[src/rtl/div_share_arb_pkg.sv]
// Shared constants and types for the two-requester divider arbiter.
// The tag carries just enough to route a quotient back: who issued it and whether it was a divide-by-zero.
package div_share_arb_pkg;

  localparam int DIV_LATENCY = 18;
  localparam int DVD_W       = 16;
  localparam int DVS_W       = 8;
  localparam int DOUT_W      = 24;

  localparam int ARB_RR      = 0;
  localparam int ARB_FIXED   = 1;

  typedef struct packed {
    logic vld;
    logic id;
    logic dbz;
  } tag_t;

endpackage

[src/rtl/div_share_arb_tag_pipe.sv]
// Shift register of op tags running alongside the divider pipeline.
// flush drops every valid bit, including the tag entering this edge, but still lets ids/dbz shift.
module div_share_arb_tag_pipe
  import div_share_arb_pkg::*;
#(
  parameter int DEPTH = DIV_LATENCY + 1
) (
  input  logic clk,
  input  logic rst_n,
  input  logic flush_i,
  input  tag_t tag_i,
  output tag_t tag_o
);

  tag_t pipe_q [DEPTH];

  always_ff @(posedge clk or negedge rst_n) begin
    if (!rst_n) begin
      for (int i = 0; i < DEPTH; i++) begin
        pipe_q[i] <= '0;
      end
    end else begin
      pipe_q[0] <= tag_i;
      for (int i = 1; i < DEPTH; i++) begin
        pipe_q[i] <= pipe_q[i-1];
      end
      if (flush_i) begin
        for (int i = 0; i < DEPTH; i++) begin
          pipe_q[i].vld <= 1'b0;
        end
      end
    end
  end

  assign tag_o = pipe_q[DEPTH-1];

endmodule

[src/rtl/div_share_arb.sv]
// Shares one pipelined divider between two valid/ready requesters.
// Each issued op is tagged so its result returns to the requester that issued it, in issue order.
module div_share_arb
  import div_share_arb_pkg::*;
#(
  parameter int DIV_LATENCY = div_share_arb_pkg::DIV_LATENCY,
  parameter int ARB_MODE    = ARB_RR,
  parameter int DVD_W       = div_share_arb_pkg::DVD_W,
  parameter int DVS_W       = div_share_arb_pkg::DVS_W,
  parameter int DOUT_W      = div_share_arb_pkg::DOUT_W
) (
  input  logic              clk,
  input  logic              rst_n,
  input  logic              flush,
  input  logic              req0_valid,
  output logic              req0_ready,
  input  logic [DVD_W-1:0]  req0_dividend,
  input  logic [DVS_W-1:0]  req0_divisor,
  input  logic              req1_valid,
  output logic              req1_ready,
  input  logic [DVD_W-1:0]  req1_dividend,
  input  logic [DVS_W-1:0]  req1_divisor,
  output logic              div_valid,
  output logic [DVD_W-1:0]  div_dividend,
  output logic [DVS_W-1:0]  div_divisor,
  input  logic [DOUT_W-1:0] div_dout,
  output logic              rsp0_valid,
  output logic [DOUT_W-1:0] rsp0_data,
  output logic              rsp0_dbz,
  output logic              rsp1_valid,
  output logic [DOUT_W-1:0] rsp1_data,
  output logic              rsp1_dbz
);

  logic              last_q;
  logic              gnt0;
  logic              hs;
  logic [DVD_W-1:0]  sel_dividend;
  logic [DVS_W-1:0]  sel_divisor;
  tag_t              issue_tag_q;
  tag_t              ret_tag;

  logic              div_valid_q;
  logic [DVD_W-1:0]  div_dividend_q;
  logic [DVS_W-1:0]  div_divisor_q;
  logic              rsp0_valid_q;
  logic [DOUT_W-1:0] rsp0_data_q;
  logic              rsp0_dbz_q;
  logic              rsp1_valid_q;
  logic [DOUT_W-1:0] rsp1_data_q;
  logic              rsp1_dbz_q;

  // last_q holds the id of the last granted requester; reset to 1 so req0 goes first.
  always_comb begin
    gnt0 = 1'b1;
    if (ARB_MODE != ARB_FIXED) begin
      gnt0 = !req1_valid || last_q;
    end
  end

  assign req0_ready   = req0_valid && gnt0;
  assign req1_ready   = req1_valid && !req0_ready;
  assign hs           = req0_ready || req1_ready;
  assign sel_dividend = req1_ready ? req1_dividend : req0_dividend;
  assign sel_divisor  = req1_ready ? req1_divisor  : req0_divisor;

  // Issue stage: the tag register sits level with div_valid, so the pipe output
  // lines up with the divider result one cycle before it is registered out.
  always_ff @(posedge clk or negedge rst_n) begin
    if (!rst_n) begin
      last_q         <= 1'b1;
      div_valid_q    <= 1'b0;
      div_dividend_q <= '0;
      div_divisor_q  <= '0;
      issue_tag_q    <= '0;
    end else begin
      div_valid_q <= hs;
      issue_tag_q <= '{vld: hs, id: req1_ready, dbz: (sel_divisor == '0)};
      if (hs) begin
        div_dividend_q <= sel_dividend;
        div_divisor_q  <= sel_divisor;
        last_q         <= req1_ready;
      end
    end
  end

  div_share_arb_tag_pipe #(
    .DEPTH (DIV_LATENCY + 1)
  ) u_tag_pipe (
    .clk     (clk),
    .rst_n   (rst_n),
    .flush_i (flush),
    .tag_i   (issue_tag_q),
    .tag_o   (ret_tag)
  );

  // A result arriving on the flush edge belongs to an already-issued op and is dropped too.
  always_ff @(posedge clk or negedge rst_n) begin
    if (!rst_n) begin
      rsp0_valid_q <= 1'b0;
      rsp0_data_q  <= '0;
      rsp0_dbz_q   <= 1'b0;
      rsp1_valid_q <= 1'b0;
      rsp1_data_q  <= '0;
      rsp1_dbz_q   <= 1'b0;
    end else begin
      rsp0_valid_q <= 1'b0;
      rsp1_valid_q <= 1'b0;
      if (ret_tag.vld && !flush) begin
        if (ret_tag.id) begin
          rsp1_valid_q <= 1'b1;
          rsp1_data_q  <= ret_tag.dbz ? '1 : div_dout;
          rsp1_dbz_q   <= ret_tag.dbz;
        end else begin
          rsp0_valid_q <= 1'b1;
          rsp0_data_q  <= ret_tag.dbz ? '1 : div_dout;
          rsp0_dbz_q   <= ret_tag.dbz;
        end
      end
    end
  end

  assign div_valid    = div_valid_q;
  assign div_dividend = div_dividend_q;
  assign div_divisor  = div_divisor_q;
  assign rsp0_valid   = rsp0_valid_q;
  assign rsp0_data    = rsp0_data_q;
  assign rsp0_dbz     = rsp0_dbz_q;
  assign rsp1_valid   = rsp1_valid_q;
  assign rsp1_data    = rsp1_data_q;
  assign rsp1_dbz     = rsp1_dbz_q;

endmodule
[config.mk]
export PLATFORM = sky130hd
export DESIGN_NAME = div_share_arb
export DESIGN_NICKNAME = d
export VERILOG_FILES = /design/src/rtl/div_share_arb_pkg.sv /design/src/rtl/div_share_arb_tag_pipe.sv /design/src/rtl/div_share_arb.sv
export SDC_FILE = /design/constraint.sdc
export NUM_CORES = 1
export LEC_CHECK = 0
export CAP_MARGIN = 20
export CORE_MARGIN = 5
export CORE_UTILIZATION = 35
export DETAILED_ROUTE_END_ITERATION = 8
export DONT_BUFFER_PORTS = 1
export GPL_TIMING_DRIVEN = 0
export SYNTH_ARGS = -nofsm -noshare
export SYNTH_HDL_FRONTEND = slang
export SYNTH_SLANG_ARGS = --single-unit
[constraint.sdc]
create_clock -name clk -period 1.2 [get_ports clk]
set_input_delay 0.24 -clock clk [delete_from_list [all_inputs] [get_ports clk]]
set_output_delay 0.24 -clock clk [all_outputs]
set_load 0.03 [all_outputs]
==> results.py, run 1 <==
metrics = {
    "run_status": {
        "status": "finished, violations left",
        "violations": "negative hold slack, negative setup slack",
    },
    "critical_path": {
        "regToRegStartpoint": "last_q",
        "crit_type": "register to output pin",
        "crit_path_end_kind": "output pin",
        "worstPathMaxFanout": 3,
        "ff2ff_setup_slack_ns": -0.19,
        "r2r-end": "div_dividend[10]",
        "worstSetupStartpointType": "register",
        "critPathRequiredTime_ns": 0.96,
        "worstPathArrival_ns": 1.37,
        "rr_worst_depth": 5,
    },
    "synthesis": {
        "ys_warn_count": 0,
        "synth_nets": 456,
        "synthMuxAreaShare": 0.105,
        "syn_area_per_cell_um2": 13.0,
        "synth_edf_count": 0,
        "syn_inst": 379,
        "synth_xor_area_frac": 0,
        "synth_flop_cell": "dfrtp_1",
        "synth_fa_ha_area_frac": 0,
        "ys_seq_area_frac": 0.697,
        "ys_seq_elements": 137,
        "synth-simple-area-share": 0.103,
        "synth_cell_types": 25,
        "synth-compound-area-share": 0.0656,
        "synth_top_family_by_area": "multiplexers",
        "synthArstFlopShare": 1.00,
        "syn-cell-area_mm2": 0.00492,
    },
    "routing": {
        "avgViaCountPerCell": 4.97,
        "finalWirelength_mm": 12.1,
        "via_count": 3145,
        "wl_per_cell_um": 19.1,
        "route.detailed.drc": 0,
        "drt_iter0_markers": 145,
        "first_pass_iters": 4,
        "drtAntennaViolNets": 0,
    },
    "pwr": {
        "clockPowerShare": 0.492,
        "p_sw_frac": 0.228,
        "pwr-share-comb": 0.052,
        "power_density_mw_per_mm2": 1680,
        "p_int_mw": 8.73,
        "p_sw_mw": 2.58,
        "seqPwrFrac": 0.456,
        "irDropWorstVdd_uv": 1240,
        "power.leakage_nw": 2.97,
    },
    "timing": {
        "setup_viol": 34,
        "fin_skew_ns": 0.00870,
        "fin_ws_ns": -0.408,
        "worst_slew_pin_slew_ns": 0.427,
        "fmax_mhz": 622,
        "finalHoldViolations": 137,
        "slew_headroom": 0.716,
        "whs_ns": -0.476,
        "fin_crit_sh": 1.34,
        "rsz0062_at_grt": "true",
        "period_needed_ns": 1.61,
        "slew_violations": 0,
    },
    "finish": {
        "fillCellCount": 1164,
        "multiInputGateArea_mm2": 0.00166,
        "finalNetCount": 517,
        "drive_gt1_frac": 0.532,
        "area.sequential_mm2": 0.00350,
        "syn2layout_area_growth_pct": 36.9,
        "antenna_cells": 0,
        "instances_no_fill": 633,
    },
    "clock_network": {
        "cts_tree": "done",
        "numCtsBuffers": 17,
        "clockBufferDepth": 2,
        "clkSinkCount": 137,
        "clk_latency_ns": 0.41,
        "clk_pin_slew_ns": 0.06,
        "h-tree-depth": 4,
        "cts-root-buf": "clkbuf_16",
    },
    "floorplanning": {
        "fp.dieH_um": 129,
        "fp.coreArea_mm2": 0.0138,
        "rows": 43,
        "die-area_mm2": 0.0165,
        "ios": 156,
        "die_w_um": 129,
        "start_util": 0.356,
    },
    "global_routing": {
        "grt_pass1_vias": 3477,
        "grt_max_degree": 138,
        "grt_pass1_wl_mm": 18.7,
        "antenna_found_initial": 0,
        "grtUsageTotal": 0.146,
        "grt_overflow_total": 0,
    },
    "placed_design": {
        "numPlacedInstances": 559,
        "hpwl_mm": 7.47,
        "place_congestion": 0.818,
        "port_buffers": 0,
    },
    "run": {
        "maxCapViolCount": 0,
    },
    "min_path": {
        "hold_class": "input port to asynchronous set/reset pin",
    },
}
==> logic make-up (layout without fill, tap and decap cells) <==
kind of cell	Yosys count	in the layout
AOI/OAI and AO/OA	59	59
buffers and inverters	25	99
DFF	137	137
muxes	43	43
and+or+nand+nor	115	115
==> synth_stat cells, types with 3 or more instances <==
cell        n  share of area
a21oi_1    24          0.024
buf_2       8         0.0081
buf_6       3         0.0069
clkbuf_1    9         0.0069
dfrtp_1   136           0.69
inv_1       3         0.0023
mux2_2     34          0.078
mux2_4      9          0.027
nand2_1    26          0.020
nor2_1     62          0.047
nor2b_1    18          0.023
nor4_1      4         0.0051
o21ai_0    25          0.025
o22ai_1     7         0.0089
==> area by class of cell <==
| cell class | instances | area share |
|---|---|---|
| inverters | 4 | 0.00371 |
| plain buffers | 18 | 0.0282 |
| well taps | 180 | 0.0334 |
| repair buffers | 45 | 0.0745 |
| multi-input cells | 217 | 0.246 |
| clock buffers | 19 | 0.0657 |
| flip-flops and latches | 137 | 0.520 |
| clock inverters | 13 | 0.0284 |
==> critical path, cell delays in order, from the launching register on <==
cell and delay, ns:
dfstp_2 0.55, buf_6 0.10, o21ai_4 0.06, buf_12 0.13
clkinvlp_4 0.13
==> worst max-delay path by stage <==
stage / from / endpoint / slack [ns] / cells past startpoint
6_report: last_q / req0_ready / -0.41 / 4
5_1_grt: last_q / req0_ready / -0.46 / 4
4_1_cts: last_q / req1_ready / -0.42 / 3
3_5_place_dp: u_tag_pipe.tag_o[1] / rsp0_data[2] / -0.32 / 3
3_3_place_gp: u_tag_pipe.tag_o[1] / rsp0_data[7] / -0.24 / 3
2_1_floorplan: last_q / div_dividend[10] / -0.05 / 3
==> timing repair <==
action | in CTS | in global routing
endpoints found under the setup margin | 84 | 113
hold buffers | 24 | 3
hold endpoints to repair | 161 | 140
buffers inserted | 15 | 1
pin swaps | 4 | 4
gates cloned | 2 | 1
resized for setup | 61 | 151
==> cells in the final DEF (no fill, tap or decap), drive strengths merged <==
| cell | instances |
|---|---|
| a21bo | 1 |
| a21oi | 24 |
| and2b | 1 |
| buf | 33 |
| bufinv | 4 |
| clkbuf | 22 |
| clkinv | 4 |
| clkinvlp | 4 |
| dfrtp | 136 |
| dfstp | 1 |
| dlygate4sd3 | 27 |
| inv | 5 |
| mux2 | 43 |
| nand2 | 26 |
| nand3 | 1 |
| nand3b | 1 |
| nor2 | 62 |
| nor2b | 18 |
| nor3b | 1 |
| nor4 | 4 |
| o21a | 1 |
| o21ai | 26 |
| o22ai | 7 |
| or2 | 1 |
==> stage by stage <==
step	util	setup WS (ns)	setup TNS (ns)	instance area (um^2)	total power [mW]
6_report	0.487	-0.408	-3.55	6740	11.3
5_1_grt	0.487	-0.459	-4.98	6740	11.7
4_1_cts	0.461	-0.422	-4.14	6380	11.4
3_5_place_dp	0.373	-0.323	-10.08	5160	5.67
3_3_place_gp	0.373	-0.242	-8.24	5160	5.66
2_1_floorplan	-	-0.0514	-0.522	4940	5.57
==> power by group through the flow <==
stage / combinational, mW / sequential, mW / clock, mW
finish: 0.587 / 5.16 / 5.56
global route: 0.635 / 5.18 / 5.88
CTS: 0.550 / 5.15 / 5.66
detailed placement: 0.442 / 5.23 / 0
global placement: 0.429 / 5.23 / 0
floorplan: 0.388 / 5.18 / 0
==> sequential cells by signal, indices dropped and copies added, names as in the netlist <==
| signal | cells |
|---|---|
| div_divisor | 8 |
| div_valid | 1 |
| rsp1_data | 24 |
| rsp0_dbz | 1 |
| rsp1_dbz | 1 |
| u_tag_pipe.tag_o | 3 |
| rsp0_valid | 1 |
| last_q | 1 |
| rsp0_data | 24 |
| div_dividend | 16 |
| u_tag_pipe.pipe_q | 54 |
| rsp1_valid | 1 |
| issue_tag_q | 2 |
==> per-layer routing <==
metal,wire length [um],up-vias,part of all wire,track usage
met4,233,0,0.019,0.0519
met1,4660,1581,0.39,0.168
met5,0,-,0,0
met3,1310,22,0.11,0.0668
li1,-,1387,-,-
met2,5870,155,0.49,0.241
Power figures use the tool's default switching activity.
==> run 2: changes to the inputs <==
--- a/config.mk
+++ b/config.mk
@@ -5,7 +5,7 @@
 export SDC_FILE = /design/constraint.sdc
 export NUM_CORES = 1
 export LEC_CHECK = 0
-export CAP_MARGIN = 20
+export ABC_AREA = 1
 export CORE_MARGIN = 5
 export CORE_UTILIZATION = 35
 export DETAILED_ROUTE_END_ITERATION = 8
==> results.py, run 2 <==
metrics = {
    "pwr": {
        "power.leakage_nw": 3.32,
        "irDropWorstVdd_uv": 1000,
        "power_density_mw_per_mm2": 1780,
    },
    "synthesis": {
        "syn_inst": 493,
        "yosysMostFrequentCell": "nand2_1",
        "ys_warn_count": 0,
        "synth_cell_types": 22,
        "ys_seq_elements": 137,
        "syn-cell-area_mm2": 0.00497,
        "synth_top_cell_by_area": "dfrtp_1",
        "synth_flop_cell": "dfrtp_1",
        "synthArstFlopShare": 1.00,
        "syn_area_per_cell_um2": 10.1,
        "synth_top_area_share": 0.685,
        "synth_edf_count": 0,
        "ys_top_cells_by_area": "dfrtp_1 68%, nand2_1 16%, or2_2 3.0%",
        "yosys-top-cells-count": "218 x nand2_1, 136 x dfrtp_1, 32 x nor2_1",
        "synth_nets": 570,
        "ys_seq_area_frac": 0.690,
    },
    "finish": {
        "finalNetCount": 651,
        "antenna_cells": 0,
        "syn2layout_area_growth_pct": 35.2,
        "largest_reg_flops": 54,
        "post-route-util": 0.484,
        "final_cell_mix": "207 x nand2_1, 72 x dfrtp_2, 64 x dfrtp_1",
        "regMostFlops": "u_tag_pipe.pipe_q",
        "stdcell_area_mm2": 0.00672,
        "drive_gt1_frac": 0.320,
        "final_common_cell": "nand2_1",
    },
    "run_status": {
        "status": "finished, violations left",
        "violations": "negative hold slack, negative setup slack",
    },
    "global_routing": {
        "antenna_found_initial": 0,
        "grt_pass1_wl_mm": 19.8,
        "grt_max_degree": 138,
        "grt_overflow_total": 0,
        "grtUsageTotal": 0.154,
        "grt_pass1_vias": 3911,
    },
    "timing": {
        "period_needed_ns": 1.58,
        "setup_viol": 28,
        "fmax_mhz": 634,
        "finalHoldViolations": 137,
        "slew_headroom": 0.751,
        "fin_ws_ns": -0.378,
        "rsz0062_at_grt": "true",
        "setup_tns_ns": -5.34,
        "fin_skew_ns": 0.00752,
        "whs_ns": -0.479,
        "slew_violations": 0,
        "fin_crit_sh": 1.32,
        "worst_slew_pin_slew_ns": 0.374,
    },
    "routing": {
        "route.detailed.drc": 0,
        "drt_iter0_markers": 167,
        "first_pass_iters": 4,
        "via_count": 3677,
        "drtAntennaViolNets": 0,
        "wl_per_cell_um": 16.7,
        "avgViaCountPerCell": 4.79,
        "finalWirelength_mm": 12.8,
    },
    "clock_network": {
        "clk_pin_slew_ns": 0.06,
        "clkSinkCount": 137,
        "hold_buffers": 47,
        "clockBufferDepth": 2,
        "numCtsBuffers": 17,
        "clk_latency_ns": 0.42,
        "h-tree-depth": 4,
        "cts_tree": "done",
        "cts-root-buf": "clkbuf_16",
    },
    "floorplanning": {
        "fp.dieH_um": 129,
        "start_util": 0.358,
        "die-area_mm2": 0.0167,
        "die_w_um": 129,
        "rows": 43,
        "fp.coreArea_mm2": 0.0139,
        "ios": 156,
    },
    "run": {
        "maxCapViolCount": 0,
    },
    "placed_design": {
        "hpwl_mm": 7.34,
        "place_congestion": 0.832,
        "port_buffers": 0,
        "place_area_mm2": 0.00520,
    },
    "critical_path": {
        "critPathRequiredTime_ns": 0.96,
        "crit_type": "register to output pin",
        "worstPathArrival_ns": 1.34,
        "crit_path_end_kind": "output pin",
        "worstSetupStartpointType": "register",
        "worstPathMaxFanout": 6,
    },
    "min_path": {
        "hold_class": "input port to asynchronous set/reset pin",
    },
}
==> run 2: cell types whose count changed after synthesis, moves of 19 or more <==
cell / delta
mux2_2: -34
nor2_1: -30
o21ai_0: -23
inv_1: +19
or2_2: +23
nand2_1: +192
a21oi_1: -24
==> run 2: area by class of cell <==
| cell class | count | area, um^2 |
|---|---|---|
| Multi-Input combinational cell | 311 | 1390 |
| Buffer | 18 | 173 |
| Fill cell | 1230 | 7160 |
| Sequential cell | 137 | 3520 |
| Clock buffer | 21 | 470 |
| Clock inverter | 11 | 190 |
| Inverter | 27 | 109 |
| Tap cell | 180 | 225 |
| Timing Repair Buffer | 62 | 644 |
==> run 2: power by group <==
| part | total (mW) | leakage, nW | internal (mW) | switching (mW) |
|---|---|---|---|---|
| Combinational | 0.741 | 1.30 | 0.383 | 0.358 |
| Clock | 5.76 | 0.323 | 3.85 | 1.91 |
| Sequential | 5.45 | 1.70 | 4.91 | 0.545 |
| Total | 12.0 | 3.32 | 9.14 | 2.81 |
==> run 2: cells by family (layout without fill, tap and decap cells) <==
logic type | count (synthesis) | count (layout) | share of synthesized area
flops | 137 | 137 | 0.690
compound gates | 13 | 13 | 0.0186
buf+inv | 45 | 139 | 0.0448
simple gates | 298 | 298 | 0.246
==> run 2: worst max-delay path, cell delays in order, from the launching register on <==
cell and delay (ns):
dfstp_2 0.58, a21oi_4 0.08, buf_6 0.13, buf_12 0.14
==> run 2: repair_timing <==
item	in CTS	in global routing
buffers inserted	9	3
setup endpoints to repair	111	92
gates cloned	2	1
pin swaps	2	5
gates resized for setup	67	52
endpoints found under the hold margin	161	137
==> run 2: metal layers <==
metal,track usage,vias up,part of all wire
met5,0,-,0
met4,0.0859,0,0.042
met3,0.0705,44,0.13
met2,0.240,240,0.45
met1,0.176,1731,0.38
li1,-,1662,-
==> run 2: final timing paths <==
check                                       from                    end  slack (ns)  cells after the start
min                                        rst_n          rsp1_data[20]       -0.48                      0
max                                       last_q             req1_ready       -0.38                      3
min in group clk                 req1_divisor[3]         div_divisor[3]        0.03                      2
min reg2reg                u_tag_pipe.pipe_q[16]  u_tag_pipe.pipe_q[13]        0.34                      0
max in group asynchronous                  rst_n                 last_q        1.43                      0
max reg2reg                               last_q        div_dividend[9]       -0.34                      7
==> run 2: per-stage QoR <==
stage          worst slack (ns)  instances  power (mW)
6_report                 -0.378        767        12.0
5_1_grt                  -0.417        767        12.4
4_1_cts                  -0.404        763        12.0
3_5_place_dp             -0.137        673        5.93
3_3_place_gp            -0.0984        673        5.91
2_1_floorplan           0.00514        493        5.79
